`config.mk`:
```
export PLATFORM = sky130hd
export DESIGN_NAME = mem_byte_responder_flat
export DESIGN_NICKNAME = d
export VERILOG_FILES = /design/src/rtl/mem_resp_pkg.sv /design/src/rtl/mem_byte_responder_if.sv /design/src/rtl/access_timer.sv /design/src/rtl/mem_byte_responder.sv /design/src/flat_wrapper.sv
export SDC_FILE = /design/constraint.sdc
export NUM_CORES = 1
export LEC_CHECK = 0
export CORE_MARGIN = 2
export CORE_UTILIZATION = 40
export CTS_CLUSTER_DIAMETER = 100
export DETAILED_ROUTE_END_ITERATION = 8
export GPL_ROUTABILITY_DRIVEN = 0
export PLACE_DENSITY_LB_ADDON = 0.25
export SLEW_MARGIN = 20
export SYNTH_ARGS = -nofsm -noshare
export SYNTH_HDL_FRONTEND = slang
export SYNTH_SLANG_ARGS = --single-unit
```
`constraint.sdc`:
```
create_clock -name clk_no_inhibit -period 2.7 [get_ports clk_no_inhibit]
set_clock_uncertainty 0.05 [all_clocks]
set_input_delay 0.54 -clock clk_no_inhibit [delete_from_list [all_inputs] [get_ports clk_no_inhibit]]
set_output_delay 0.54 -clock clk_no_inhibit [all_outputs]
set_load 0.01 [all_outputs]
```
`src/rtl/mem_resp_pkg.sv`:
```
// Shared types and constants for the byte-wide memory responder.
// Used by the top-level FSM and the per-byte access timer.
package mem_resp_pkg;

  typedef enum logic [1:0] {
    IDLE   = 2'd0,
    ACC_LO = 2'd1,
    ACC_HI = 2'd2,
    ACK    = 2'd3
  } state_t;

  // Four bits cover the full 0..15 range of extra wait cycles.
  localparam int CNT_W = 4;

  localparam int LO = 0;
  localparam int HI = 1;

endpackage

```
`src/rtl/mem_byte_responder_if.sv`:
```
// CPU request/response bus plus the byte-wide memory port of the responder.
// The slave modport is the responder's view; master is the CPU/memory environment.
interface mem_byte_responder_if #(
  parameter int ADDR_W = 16
);

  logic              req;
  logic [ADDR_W-1:0] addr;
  logic              word;
  logic              we;
  logic [15:0]       wdata;
  logic [15:0]       rdata;
  logic              ack;
  logic              busy;
  logic [ADDR_W-1:0] mem_addr;
  logic [7:0]        mem_wdata;
  logic [7:0]        mem_rdata;
  logic              mem_en;
  logic              mem_we;

  modport slave (
    input  req, addr, word, we, wdata, mem_rdata,
    output rdata, ack, busy, mem_addr, mem_wdata, mem_en, mem_we
  );

  modport master (
    output req, addr, word, we, wdata, mem_rdata,
    input  rdata, ack, busy, mem_addr, mem_wdata, mem_en, mem_we
  );

endinterface

```
`src/rtl/access_timer.sv`:
```
// Loadable down-counter timing one byte access of WAIT_CYCLES+1 cycles.
// start loads the count on the cycle before a phase; last flags the phase's final cycle.
module access_timer
  import mem_resp_pkg::*;
#(
  parameter int WAIT_CYCLES = 0
) (
  input  logic clk_no_inhibit,
  input  logic reset_n,
  input  logic start,
  output logic last
);

  logic [CNT_W-1:0] count;

  always_ff @(posedge clk_no_inhibit or negedge reset_n) begin
    if (!reset_n) begin
      count <= '0;
    end else if (start) begin
      count <= CNT_W'(WAIT_CYCLES);
    end else if (count != '0) begin
      count <= count - CNT_W'(1);
    end
  end

  assign last = (count == '0);

endmodule

```
`src/rtl/mem_byte_responder.sv`:
```
// Memory-side responder: serves byte/word requests one byte access at a time
// from a byte-wide memory and returns little-endian 16-bit read data with a one-cycle ack.
module mem_byte_responder
  import mem_resp_pkg::*;
#(
  parameter int ADDR_W      = 16,
  parameter int WAIT_CYCLES = 0
) (
  input logic                 clk_no_inhibit,
  input logic                 reset_n,
  mem_byte_responder_if.slave bus
);

  state_t            state;
  state_t            state_next;
  logic [ADDR_W-1:0] addr_q;
  logic              word_q;
  logic              we_q;
  logic [15:0]       wdata_q;
  logic [7:0]        lo_q;
  logic [1:0][7:0]   rdata_q;
  logic              accept;
  logic              start;
  logic              last;

  access_timer #(
    .WAIT_CYCLES(WAIT_CYCLES)
  ) u_timer (
    .clk_no_inhibit(clk_no_inhibit),
    .reset_n       (reset_n),
    .start         (start),
    .last          (last)
  );

  always_ff @(posedge clk_no_inhibit or negedge reset_n) begin
    if (!reset_n) begin
      state <= IDLE;
    end else begin
      state <= state_next;
    end
  end

  // Memory strobes are decoded from the state so a reset drops them immediately.
  always_comb begin
    state_next    = state;
    accept        = 1'b0;
    start         = 1'b0;
    bus.ack       = 1'b0;
    bus.mem_en    = 1'b0;
    bus.mem_addr  = '0;
    bus.mem_wdata = 8'h00;
    case (state)
      IDLE: begin
        if (bus.req) begin
          accept     = 1'b1;
          start      = 1'b1;
          state_next = ACC_LO;
        end
      end
      ACC_LO: begin
        bus.mem_en    = 1'b1;
        bus.mem_addr  = addr_q;
        bus.mem_wdata = wdata_q[7:0];
        if (last) begin
          start      = word_q;
          state_next = word_q ? ACC_HI : ACK;
        end
      end
      ACC_HI: begin
        bus.mem_en    = 1'b1;
        bus.mem_addr  = addr_q + ADDR_W'(1);
        bus.mem_wdata = wdata_q[15:8];
        if (last) begin
          state_next = ACK;
        end
      end
      ACK: begin
        bus.ack    = 1'b1;
        state_next = IDLE;
      end
      default: state_next = IDLE;
    endcase
    bus.mem_we = bus.mem_en & we_q;
    bus.busy   = (state != IDLE);
  end

  // rdata is loaded on the edge into ACK so it is already valid while ack is high.
  always_ff @(posedge clk_no_inhibit or negedge reset_n) begin
    if (!reset_n) begin
      addr_q  <= '0;
      word_q  <= 1'b0;
      we_q    <= 1'b0;
      wdata_q <= 16'h0000;
      lo_q    <= 8'h00;
      rdata_q <= '0;
    end else begin
      if (accept) begin
        addr_q  <= bus.addr;
        word_q  <= bus.word;
        we_q    <= bus.we;
        wdata_q <= bus.wdata;
      end
      if (!we_q && last) begin
        if (state == ACC_LO) begin
          lo_q <= bus.mem_rdata;
          if (!word_q) begin
            rdata_q[HI] <= 8'h00;
            rdata_q[LO] <= bus.mem_rdata;
          end
        end else if (state == ACC_HI) begin
          rdata_q[HI] <= bus.mem_rdata;
          rdata_q[LO] <= lo_q;
        end
      end
    end
  end

  assign bus.rdata = rdata_q;

endmodule
```
`src/flat_wrapper.sv`:
```
// flat-port wrapper written by rule: the top's interface ports become plain ports
module mem_byte_responder_flat import mem_resp_pkg::*;
#(
  parameter int ADDR_W      = 16,
  parameter int WAIT_CYCLES = 0
)
  (clk_no_inhibit, reset_n, bus_req, bus_addr, bus_word, bus_we, bus_wdata, bus_mem_rdata, bus_rdata, bus_ack, bus_busy, bus_mem_addr, bus_mem_wdata, bus_mem_en, bus_mem_we);
  mem_byte_responder_if #(.ADDR_W(ADDR_W)) bus_i ();
  input logic clk_no_inhibit;
  input logic reset_n;
  input wire logic [$bits(bus_i.req)-1:0] bus_req;
  input wire logic [$bits(bus_i.addr)-1:0] bus_addr;
  input wire logic [$bits(bus_i.word)-1:0] bus_word;
  input wire logic [$bits(bus_i.we)-1:0] bus_we;
  input wire logic [$bits(bus_i.wdata)-1:0] bus_wdata;
  input wire logic [$bits(bus_i.mem_rdata)-1:0] bus_mem_rdata;
  output wire logic [$bits(bus_i.rdata)-1:0] bus_rdata;
  output wire logic [$bits(bus_i.ack)-1:0] bus_ack;
  output wire logic [$bits(bus_i.busy)-1:0] bus_busy;
  output wire logic [$bits(bus_i.mem_addr)-1:0] bus_mem_addr;
  output wire logic [$bits(bus_i.mem_wdata)-1:0] bus_mem_wdata;
  output wire logic [$bits(bus_i.mem_en)-1:0] bus_mem_en;
  output wire logic [$bits(bus_i.mem_we)-1:0] bus_mem_we;
  assign bus_i.req = bus_req;
  assign bus_i.addr = bus_addr;
  assign bus_i.word = bus_word;
  assign bus_i.we = bus_we;
  assign bus_i.wdata = bus_wdata;
  assign bus_i.mem_rdata = bus_mem_rdata;
  assign bus_rdata = bus_i.rdata;
  assign bus_ack = bus_i.ack;
  assign bus_busy = bus_i.busy;
  assign bus_mem_addr = bus_i.mem_addr;
  assign bus_mem_wdata = bus_i.mem_wdata;
  assign bus_mem_en = bus_i.mem_en;
  assign bus_mem_we = bus_i.mem_we;
  mem_byte_responder #(.ADDR_W(ADDR_W), .WAIT_CYCLES(WAIT_CYCLES)) u_core (.clk_no_inhibit(clk_no_inhibit), .reset_n(reset_n), .bus(bus_i));
endmodule
```
==> metrics.txt, run 1 <==
outcome=finished, final reports clean; multi-input logic area=about 0.0016 mm²; Synth cell types=42; Top FF cell, synth=dfrtp_1; Leak=just over 2 nW; TritonCTS clock tree=built; WS Path Type=flop to primary output; placed cell area=about 0.0044 mm²; CTS buffer count=9; worst-margin pin slew=610 ps; clock root buffer=clkbuf_8; Worst Path Arrival=between 2000 and 2500 ps; DRC=0; IO Port Bufs=88; antenna violations before repair=0; Overflow after GRT=0; met3 usage=~6.1%; Total Die Area=0.00891 mm²; Die Width=around 94 µm; wire per inst=15.8 µm; CP max FO=5; crit path to=bus_mem_addr[5]; fin area=0.00464 mm²; core area=about 0.008 mm²; CP Capture Type=primary output; worst reg2reg endpoint=u_core.bus.rdata[13]$_DFFE_PN0P_; Reg2Reg Setup Slack=roughly 570 ps; DR vias=roughly 2600; max-cap violations=0; CP startpoint kind=flop; drt pass-1 iters=4; FMAX=slightly below 0.4 GHz; Hold Crit Class=input pin to asynchronous set/reset pin; clk sinks=64; # IOs=a little under 90; DRT antenna net count=0; r2r startpoint=u_core.u_timer.count[0]$_DFFE_PN0P_; sequential cell area fraction in the yosys report=roughly half; RSZ-0062 raised after global routing=no; clk buf depth=2; antenna cells=0; Yosys reg bits=64; Syn Inst Count=between 200 and 300; Setup-failing EPs final=0; htree depth=3; P&R area growth vs syn=41.9%; asr flop ratio synth=100%; power after layout=about 5.6 mW; vias in the first global route=about 2600; largest net degree at the start of global routing=41; DR vias/cell=between 5 and 6; Die H=94.4 µm; GR peak layer=met2; Max VDD drop=0.506 mV; Final Hold Fails=0; FF-to-FF path depth=6; worst skew pair latency=340 ps; setup TNS=0 ps; grt met1 use=26.1%; gr usage total=roughly 19%; Synth area leader=dfrtp_1; DRT Wirelength=a little under 8000 µm; crit share post-route=between 90 and 100%; CTS clk-pin slew, worst paths=around 70 ps; Netlist Area Pre-Place=about 0.0033 mm²; yosys warns=0; required time of the critical path=about 2100 ps; worst hold slack=143 ps; layout cell share with drive strength beyond 1=28.3%; Post-DP HPWL=about 5600 µm; Crit. Startpoint=u_core.state[0]$_DFFE_PN0P_; syn_nets=340; synth top area cells=dfrtp_1, mux2_2, ha_1, mux2i_1, a22oi_1; Min Clock Period, post-route=2600 ps; fill count=~670; relative slew slack=59.1%; met2 GRT Util=just under 30%; syn avg cell area=about 11 µm²; final slew viol count=0; Power per Cell Area=approximately 1200 mW/mm²; global-route wire length before repair=13100 µm; Yosys top cell area share=49.0%; DR iter-0 viols=89; EDFF count, synth=0; Final Util=slightly below 60%; Final nets=roughly 440; Initial Util=a little over two fifths; row count=32; register area=0.00160 mm²
[logic make-up after synthesis]
| group | share of synthesized area, % |
|---|---|
| fa+ha+maj | 2.68 |
| mux | 17.3 |
| compound gates | 14.3 |
| xor+xnor | 0.804 |
| buf+inv | 3.14 |
| flops | 49.0 |
| simple gates | 12.8 |
[synthesized netlist by cell type, types with 7 or more instances]
| cell type | count |
|---|---|
| o21ai_0 | 13 |
| ha_1 | 7 |
| nor2b_1 | 12 |
| a22oi_1 | 10 |
| a31oi_1 | 7 |
| mux2_2 | 43 |
| nor2_1 | 15 |
| clkbuf_1 | 13 |
| nand2_1 | 15 |
| mux2i_1 | 8 |
| a21oi_1 | 9 |
| a22o_1 | 8 |
| dfrtp_1 | 64 |
| nand3_1 | 7 |
[routing by layer]
layer,vias to the layer above,part of all wire [%]
met5,-,0
met4,0,1.6
met3,13,5.7
met2,51,47
met1,1253,46
li1,1261,-
[how the worst min path moves through the flow]
stage                                        to  cells past startpoint  slack [ps]                             start
4_1_cts           u_core.wdata_q[5]$_DFFE_PN0P_                      1         140                           reset_n
2_1_floorplan      u_core.addr_q[0]$_DFFE_PN0P_                      0         190                           reset_n
6_report          u_core.wdata_q[5]$_DFFE_PN0P_                      1         140                           reset_n
5_1_grt          u_core.wdata_q[12]$_DFFE_PN0P_                      1         160                           reset_n
3_3_place_gp         u_core.lo_q[7]$_DFFE_PN0P_                      1         440        u_core.lo_q[7]$_DFFE_PN0P_
3_5_place_dp   u_core.bus.rdata[14]$_DFFE_PN0P_                      1         440  u_core.bus.rdata[14]$_DFFE_PN0P_
[state kept, by name, indices dropped and copies added (netlist names)]
signal / cells
u_core.lo_q: 8
u_core.u_timer.count: 4
u_core.we_q: 1
u_core.wdata_q: 16
u_core.state: 2
u_core.addr_q: 16
u_core.word_q: 1
u_core.bus.rdata: 16
[critical path, stage by stage, from the launching register on]
cell and delay [ps]:
dfrtp_1 370, inv_1 80, ha_2 190, inv_1 50, buf_4 150, or4_4 510
a21boi_2 170, buf_2 150
[final cells by class]
type                       instances  area share (%)
tap                              102            2.75
clock inverter                     5            1.21
timing repair buffer             109            22.7
inverter                           6           0.486
sequential                        64            34.6
clock buffer                      11            3.05
multi-input combinational        201            35.2
[stage by stage]
stage | instances | setup slack [ps]
floorplan | 288 | 271
global placement | 478 | -18.1
detailed placement | 478 | -37.3
CTS | 498 | -13.6
global route | 498 | 13.0
finish | 498 | 103
[cell usage in the layout (no fill, tap or decap), types with 9 or more instances in the layout]
| cell type | count |
|---|---|
| clkdlybuf4s50_1 | 63 |
| dfrtp_1 | 62 |
| mux2_2 | 43 |
| buf_4 | 16 |
| nor2_1 | 15 |
| nand2_1 | 14 |
| nor2b_1 | 12 |
| o21ai_0 | 11 |
| a22oi_1 | 10 |
| clkbuf_8 | 10 |
| a21oi_1 | 9 |
| dlygate4sd2_1 | 9 |
[power breakdown]
group	internal [mW]	switching (mW)	total [mW]
combinational	1.63	1.33	2.96
sequential	1.42	0.394	1.82
clock	0.450	0.375	0.825
total	3.51	2.10	5.60
[what timing repair did]
action	CTS	global route
pin swaps	1	2
hold endpoints to repair	0	0
setup endpoints to repair	24	17
setup buffers	4	0
resized for setup	36	32
cloned	0	0
hold buffers	0	0
No activity file was read; power rests on OpenSTA's default activity.
==> run 2, diff against run 1 <==
--- a/config.mk
+++ b/config.mk
@@ -7,11 +7,13 @@
 export LEC_CHECK = 0
 export CORE_MARGIN = 2
 export CORE_UTILIZATION = 40
+export CTS_BUF_LIST = sky130_fd_sc_hd__clkbuf_4 sky130_fd_sc_hd__clkbuf_8 sky130_fd_sc_hd__clkbuf_16
 export CTS_CLUSTER_DIAMETER = 100
 export DETAILED_ROUTE_END_ITERATION = 8
 export GPL_ROUTABILITY_DRIVEN = 0
+export HOLD_SLACK_MARGIN = 0.15
 export PLACE_DENSITY_LB_ADDON = 0.25
-export SLEW_MARGIN = 20
+export SLEW_MARGIN = 0
 export SYNTH_ARGS = -nofsm -noshare
 export SYNTH_HDL_FRONTEND = slang
 export SYNTH_SLANG_ARGS = --single-unit
==> run 2 against run 1 <==
  * Hold slack better by 310 ps
  * Critical path depth unchanged
  * Global-route usage about the same
  * Maximum frequency about the same
  * Via count up 0.97%
  * Clock power up 1%
  * First-iteration DRC count up 6.7%
  * Utilization up 0.18 points
  * Largest power group unchanged
  * Total power up 0.13%
  * Routed wire length about the same
==> metrics.txt, run 2 (synthesis results as in run 1) <==
outcome=finished, final reports clean; Net Sw Frac=a little under two fifths; P_int=around 3.5 mW; required time of the critical path=2110 ps; fin area=roughly 0.0047 mm²; wire per inst=about 16 µm; Die Width=94.4 µm; hold endpoint=u_core.bus.rdata[14]$_DFFE_PN0P_; layout cell share with drive strength beyond 1=28.5%; DR vias=about 2600; Reg power frac=around 32%; CTS buffer count=9; GR peak layer=met2; Hold Crit Class=flop to flop; max-cap violations=0; # IOs=89; DRT antenna net count=0; WS Path Type=flop to primary output; CTS clk-pin slew, worst paths=70 ps; FF-to-FF path depth=6; final slew viol count=0; Total Die Area=~0.0089 mm²; relative slew slack=59.0%; grt met1 use=between 20% and 30%; FMAX=between 0.3 and 0.4 GHz; Initial Util=between 40% and 50%; CP startpoint kind=flop; hold path startpoint=u_core.bus.rdata[14]$_DFFE_PN0P_; gr usage total=about a fifth; most frequent cells in the layout=clkdlybuf4s50_1, dfrtp_1, mux2_2; P&R area growth vs syn=42.4%; Comb power frac=52.8%; TritonCTS clock tree=built; placed cell area=around 0.0044 mm²; global-route wire length before repair=roughly 13000 µm; drt pass-1 iters=4; htree depth=3; antenna violations before repair=0; Crit. Startpoint=u_core.state[0]$_DFFE_PN0P_; CP Capture Type=primary output; CP max FO=5; DRT Wirelength=7870 µm; clk buf depth=2; DRC=0; worst hold slack=approximately 450 ps; sw power=~2.1 mW; vias in the first global route=between 2000 and 3000; Setup-failing EPs final=0; worst-margin pin slew=roughly 610 ps; Power per Cell Area=approximately 1200 mW/mm²; DR vias/cell=around 5.2; clk sinks=between 60 and 70; row count=32; hold path cells=1; Post-DP HPWL=roughly 5600 µm; worst reg2reg endpoint=u_core.bus.rdata[13]$_DFFE_PN0P_; setup TNS=0 ps; power after layout=~5.6 mW; met3 usage=under 10%; Worst Path Arrival=between 2000 and 2500 ps; met2 GRT Util=between 20 and 30%; r2r startpoint=u_core.u_timer.count[0]$_DFFE_PN0P_; Final Hold Fails=0; Die H=94.4 µm; Overflow after GRT=0; Reg2Reg Setup Slack=roughly 570 ps; Final Util=just under 60%; most common cell after layout, fill and taps aside=clkdlybuf4s50_1; fill count=between 600 and 700; RSZ-0062 raised after global routing=no; Leak=2.05 nW; Min Clock Period, post-route=2600 ps; core area=just under 0.008 mm²; worst skew pair latency=about 340 ps; antenna cells=0; clock root buffer=clkbuf_8; IO Port Bufs=88; DR iter-0 viols=between 90 and 100; crit share post-route=between 90% and 100%; largest net degree at the start of global routing=41; Final nets=between 400 and 500; Max VDD drop=around 0.50 mV; clock share of power=~15%
run 2: cell types whose count changed in the layout (fill, tap and decap cells not counted):
cell	change
clkbuf_4	+1
dlygate4sd3_1	+1
clkbuf_1	-1
run 2: power by group through the flow:
stage | Clock (mW) | Sequential, mW | Combinational [mW]
CTS | 0.855 | 1.80 | 3.01
global placement | 0 | 1.79 | 2.90
global route | 0.905 | 1.89 | 3.26
floorplan | 0 | 1.75 | 1.70
finish | 0.833 | 1.82 | 2.96
detailed placement | 0 | 1.81 | 2.94
run 2: layout make-up:
cell class / instances / area [µm²] / area share (%)
multi-input combinational: 201 / 1630 / 35.1
sequential: 64 / 1600 / 34.5
timing repair buffer: 110 / 1060 / 22.8
clock buffer: 11 / 145 / 3.12
tap: 102 / 128 / 2.74
clock inverter: 5 / 56.3 / 1.21
inverter: 6 / 22.5 / 0.484
run 2: critical path, cell delays in order, from the launching register on:
cell,delay (ps)
dfrtp_1,370
inv_1,80
ha_2,190
inv_1,50
buf_4,150
or4_4,510
a21boi_2,170
buf_2,150
run 2: routing by layer:
metal / up-vias / part of all wire (%)
li1: 1263 / -
met1: 1273 / 45
met2: 61 / 48
met3: 6 / 5.8
met4: 0 / 1.0
met5: - / 0
run 2: through the flow:
| step | cells | setup slack (ps) |
|---|---|---|
| floorplan | 288 | 271 |
| CTS | 499 | -13.6 |
| finish | 499 | 104 |
| detailed placement | 478 | -37.3 |
| global route | 499 | 13.0 |
| global placement | 478 | -18.1 |
run 2: repair_timing:
action,4_1_cts,5_1_grt
pin swaps,1,2
gates resized for setup,36,32
setup endpoints to repair,24,17
setup buffers,4,0
endpoints found under the hold margin,18,0
hold buffers,1,0
run 2: worst max path at each step:
| stage | endpoint | slack (ps) | cells after the start |
|---|---|---|---|
| 2_1_floorplan | bus_mem_addr[3] | 270 | 6 |
| 4_1_cts | bus_mem_addr[5] | -10 | 7 |
| 5_1_grt | bus_mem_addr[9] | 10 | 8 |
| 3_5_place_dp | bus_mem_addr[5] | -40 | 7 |
| 3_3_place_gp | bus_mem_addr[3] | -20 | 6 |
| 6_report | bus_mem_addr[5] | 100 | 7 |
==> run 3, diff against run 2 <==
--- a/config.mk
+++ b/config.mk
@@ -8,11 +8,11 @@
 export CORE_MARGIN = 2
 export CORE_UTILIZATION = 40
 export CTS_BUF_LIST = sky130_fd_sc_hd__clkbuf_4 sky130_fd_sc_hd__clkbuf_8 sky130_fd_sc_hd__clkbuf_16
-export CTS_CLUSTER_DIAMETER = 100
+export CTS_CLUSTER_DIAMETER = 30
 export DETAILED_ROUTE_END_ITERATION = 8
 export GPL_ROUTABILITY_DRIVEN = 0
 export HOLD_SLACK_MARGIN = 0.15
-export PLACE_DENSITY_LB_ADDON = 0.25
+export PLACE_DENSITY = 0.68
 export SLEW_MARGIN = 0
 export SYNTH_ARGS = -nofsm -noshare
 export SYNTH_HDL_FRONTEND = slang
==> run 3 against run 2 <==
  * Final cell count decreased by 0.60%
  * Total power about the same
  * Utilization decreased by 0.53 points
  * Clock power increased by 10%
  * Flip-flop and latch count unchanged
  * Routed wire length decreased by 2.0%
  * Count of clock-buffer cells in the layout decreased by 1
  * Critical path depth decreased by 1
  * Largest cell class unchanged
  * Largest power group unchanged
==> metrics.txt, run 3 (synthesis results as in run 1) <==
outcome=finished, final reports clean; placed cell area=between 0.004 and 0.005 mm²; clk sinks=64; drt pass-1 iters=4; fin area=0.00461 mm²; FF-to-FF path depth=6; htree depth=3; Overflow after GRT=0; Power per Cell Area=between 1000 and 1500 mW/mm²; CP startpoint kind=flop; vias in the first global route=~2600; Post-DP HPWL=around 5700 µm; Final nets=~440; r2r startpoint=u_core.u_timer.count[0]$_DFFE_PN0P_; required time of the critical path=approximately 2100 ps; CP Capture Type=primary output; Total Die Area=0.00891 mm²; power after layout=approximately 5.6 mW; antenna violations before repair=0; layout cell share with drive strength beyond 1=between 20% and 30%; clk buf depth=2; relative slew slack=61.0%; most common cell after layout, fill and taps aside=clkdlybuf4s50_1; clock root buffer=clkbuf_8; Worst Path Arrival=around 2000 ps; RSZ-0062 raised after global routing=no; Cells after DPL=~480; DRC=0; final slew viol count=0; setup TNS=0 ps; Max VDD drop=around 0.49 mV; Layout Cells excl Fill=496; CTS buffer count=9; CP max FO=2; worst reg2reg endpoint=u_core.lo_q[5]$_DFFE_PN0P_; crit share post-route=96.6%; CTS clk-pin slew, worst paths=70 ps; Die Width=roughly 94 µm; Hold Crit Class=flop to flop; DRT antenna net count=0; worst hold slack=approximately 460 ps; fill count=roughly 670; wire per inst=~16 µm; Setup-failing EPs final=0; hold endpoint=u_core.bus.rdata[12]$_DFFE_PN0P_; worst skew pair latency=between 300 and 400 ps; Die H=around 94 µm; # IOs=89; DR iter-0 viols=a little under 100; most frequent cells in the layout=clkdlybuf4s50_1, dfrtp_1, mux2_2; DR vias=~2600; hold path cells=1; largest net degree at the start of global routing=29; DR vias/cell=roughly 5.2; worst-margin pin slew=roughly 580 ps; P&R area growth vs syn=41.1%; WS Path Type=flop to primary output; global-route wire length before repair=approximately 13000 µm; Min Clock Period, post-route=between 2000 and 3000 ps; TritonCTS clock tree=built; # Post-CTS Setup Buffers=0; max-cap violations=0; Initial Util=41.8%; row count=32; Leak=a little over 2 nW; antenna cells=0; hold path startpoint=u_core.bus.rdata[12]$_DFFE_PN0P_; FMAX=0.383 GHz; IO Port Bufs=88; core area=just under 0.008 mm²; gr usage total=between 10% and 20%; DRT Wirelength=just under 8000 µm; Reg2Reg Setup Slack=about 550 ps; Crit. Startpoint=u_core.state[0]$_DFFE_PN0P_; Final Hold Fails=0
## run 3: cell count changes in the layout (fill, tap and decap cells not counted), sizes merged
cell | before | now
dlygate4sd2 | 9 | 7
clkbuf | 17 | 16
dlymetal6s2s | 6 | 7
clkinv | 3 | 1
clkdlybuf4s15 | 1 | 2
inv | 6 | 7
bufinv | 1 | 2
clkinvlp | 1 | 2
buf | 24 | 21
## run 3: layout make-up
type / count / area, µm² / share of cell area [%]
Clock buffer: 10 / 131 / 2.85
Clock inverter: 6 / 92.6 / 2.01
Inverter: 6 / 22.5 / 0.489
Multi-Input combinational cell: 201 / 1610 / 35.0
Sequential cell: 64 / 1610 / 34.8
Tap cell: 102 / 128 / 2.77
Timing Repair Buffer: 107 / 1020 / 22.1
## run 3: routing by layer
layer  global-route usage (%)  wire (µm)  vias up
li1                         -          -     1262
met1                     24.3       3390     1257
met2                     30.1       3830       58
met3                     6.54        414        7
met4                     4.23         74        0
met5                        0          0        -
## run 3: worst max-delay path, stage by stage (launching register included)
cell and delay (ps):
dfrtp_1 380, inv_1 80, ha_2 210, inv_1 50
or4b_2 640, a21boi_2 170, buf_2 150
## run 3: report_power, final
group	leakage, nW	total, mW	switching, mW	internal (mW)
logic	1.17	2.88	1.30	1.58
registers	0.753	1.81	0.385	1.43
clock network	0.107	0.916	0.381	0.535
total	2.03	5.61	2.07	3.54
## run 3: what timing repair did
action | 4_1_cts | 5_1_grt
gates resized for setup | 34 | 35
hold endpoints to repair | 7 | 0
pin swaps | 1 | 1
setup endpoints to repair | 24 | 18
hold buffers | 1 | 0
## run 3: how the worst max path moves through the flow
stage | end | slack, ps | depth (start not counted)
final | bus_mem_addr[3] | 90 | 6
after global routing | bus_mem_addr[3] | 5 | 6
after CTS | bus_mem_addr[5] | -10 | 6
after detailed placement | bus_mem_addr[3] | -30 | 6
after global placement | bus_mem_addr[3] | -30 | 6
after floorplan | bus_mem_addr[3] | 270 | 6
## run 3: stage by stage
step	setup slack, ps	util [%]
6_report	91.3	59.0
4_1_cts	-11.8	58.9
3_5_place_dp	-29.4	55.6
2_1_floorplan	271	-
5_1_grt	5.16	59.0
3_3_place_gp	-25.6	55.6
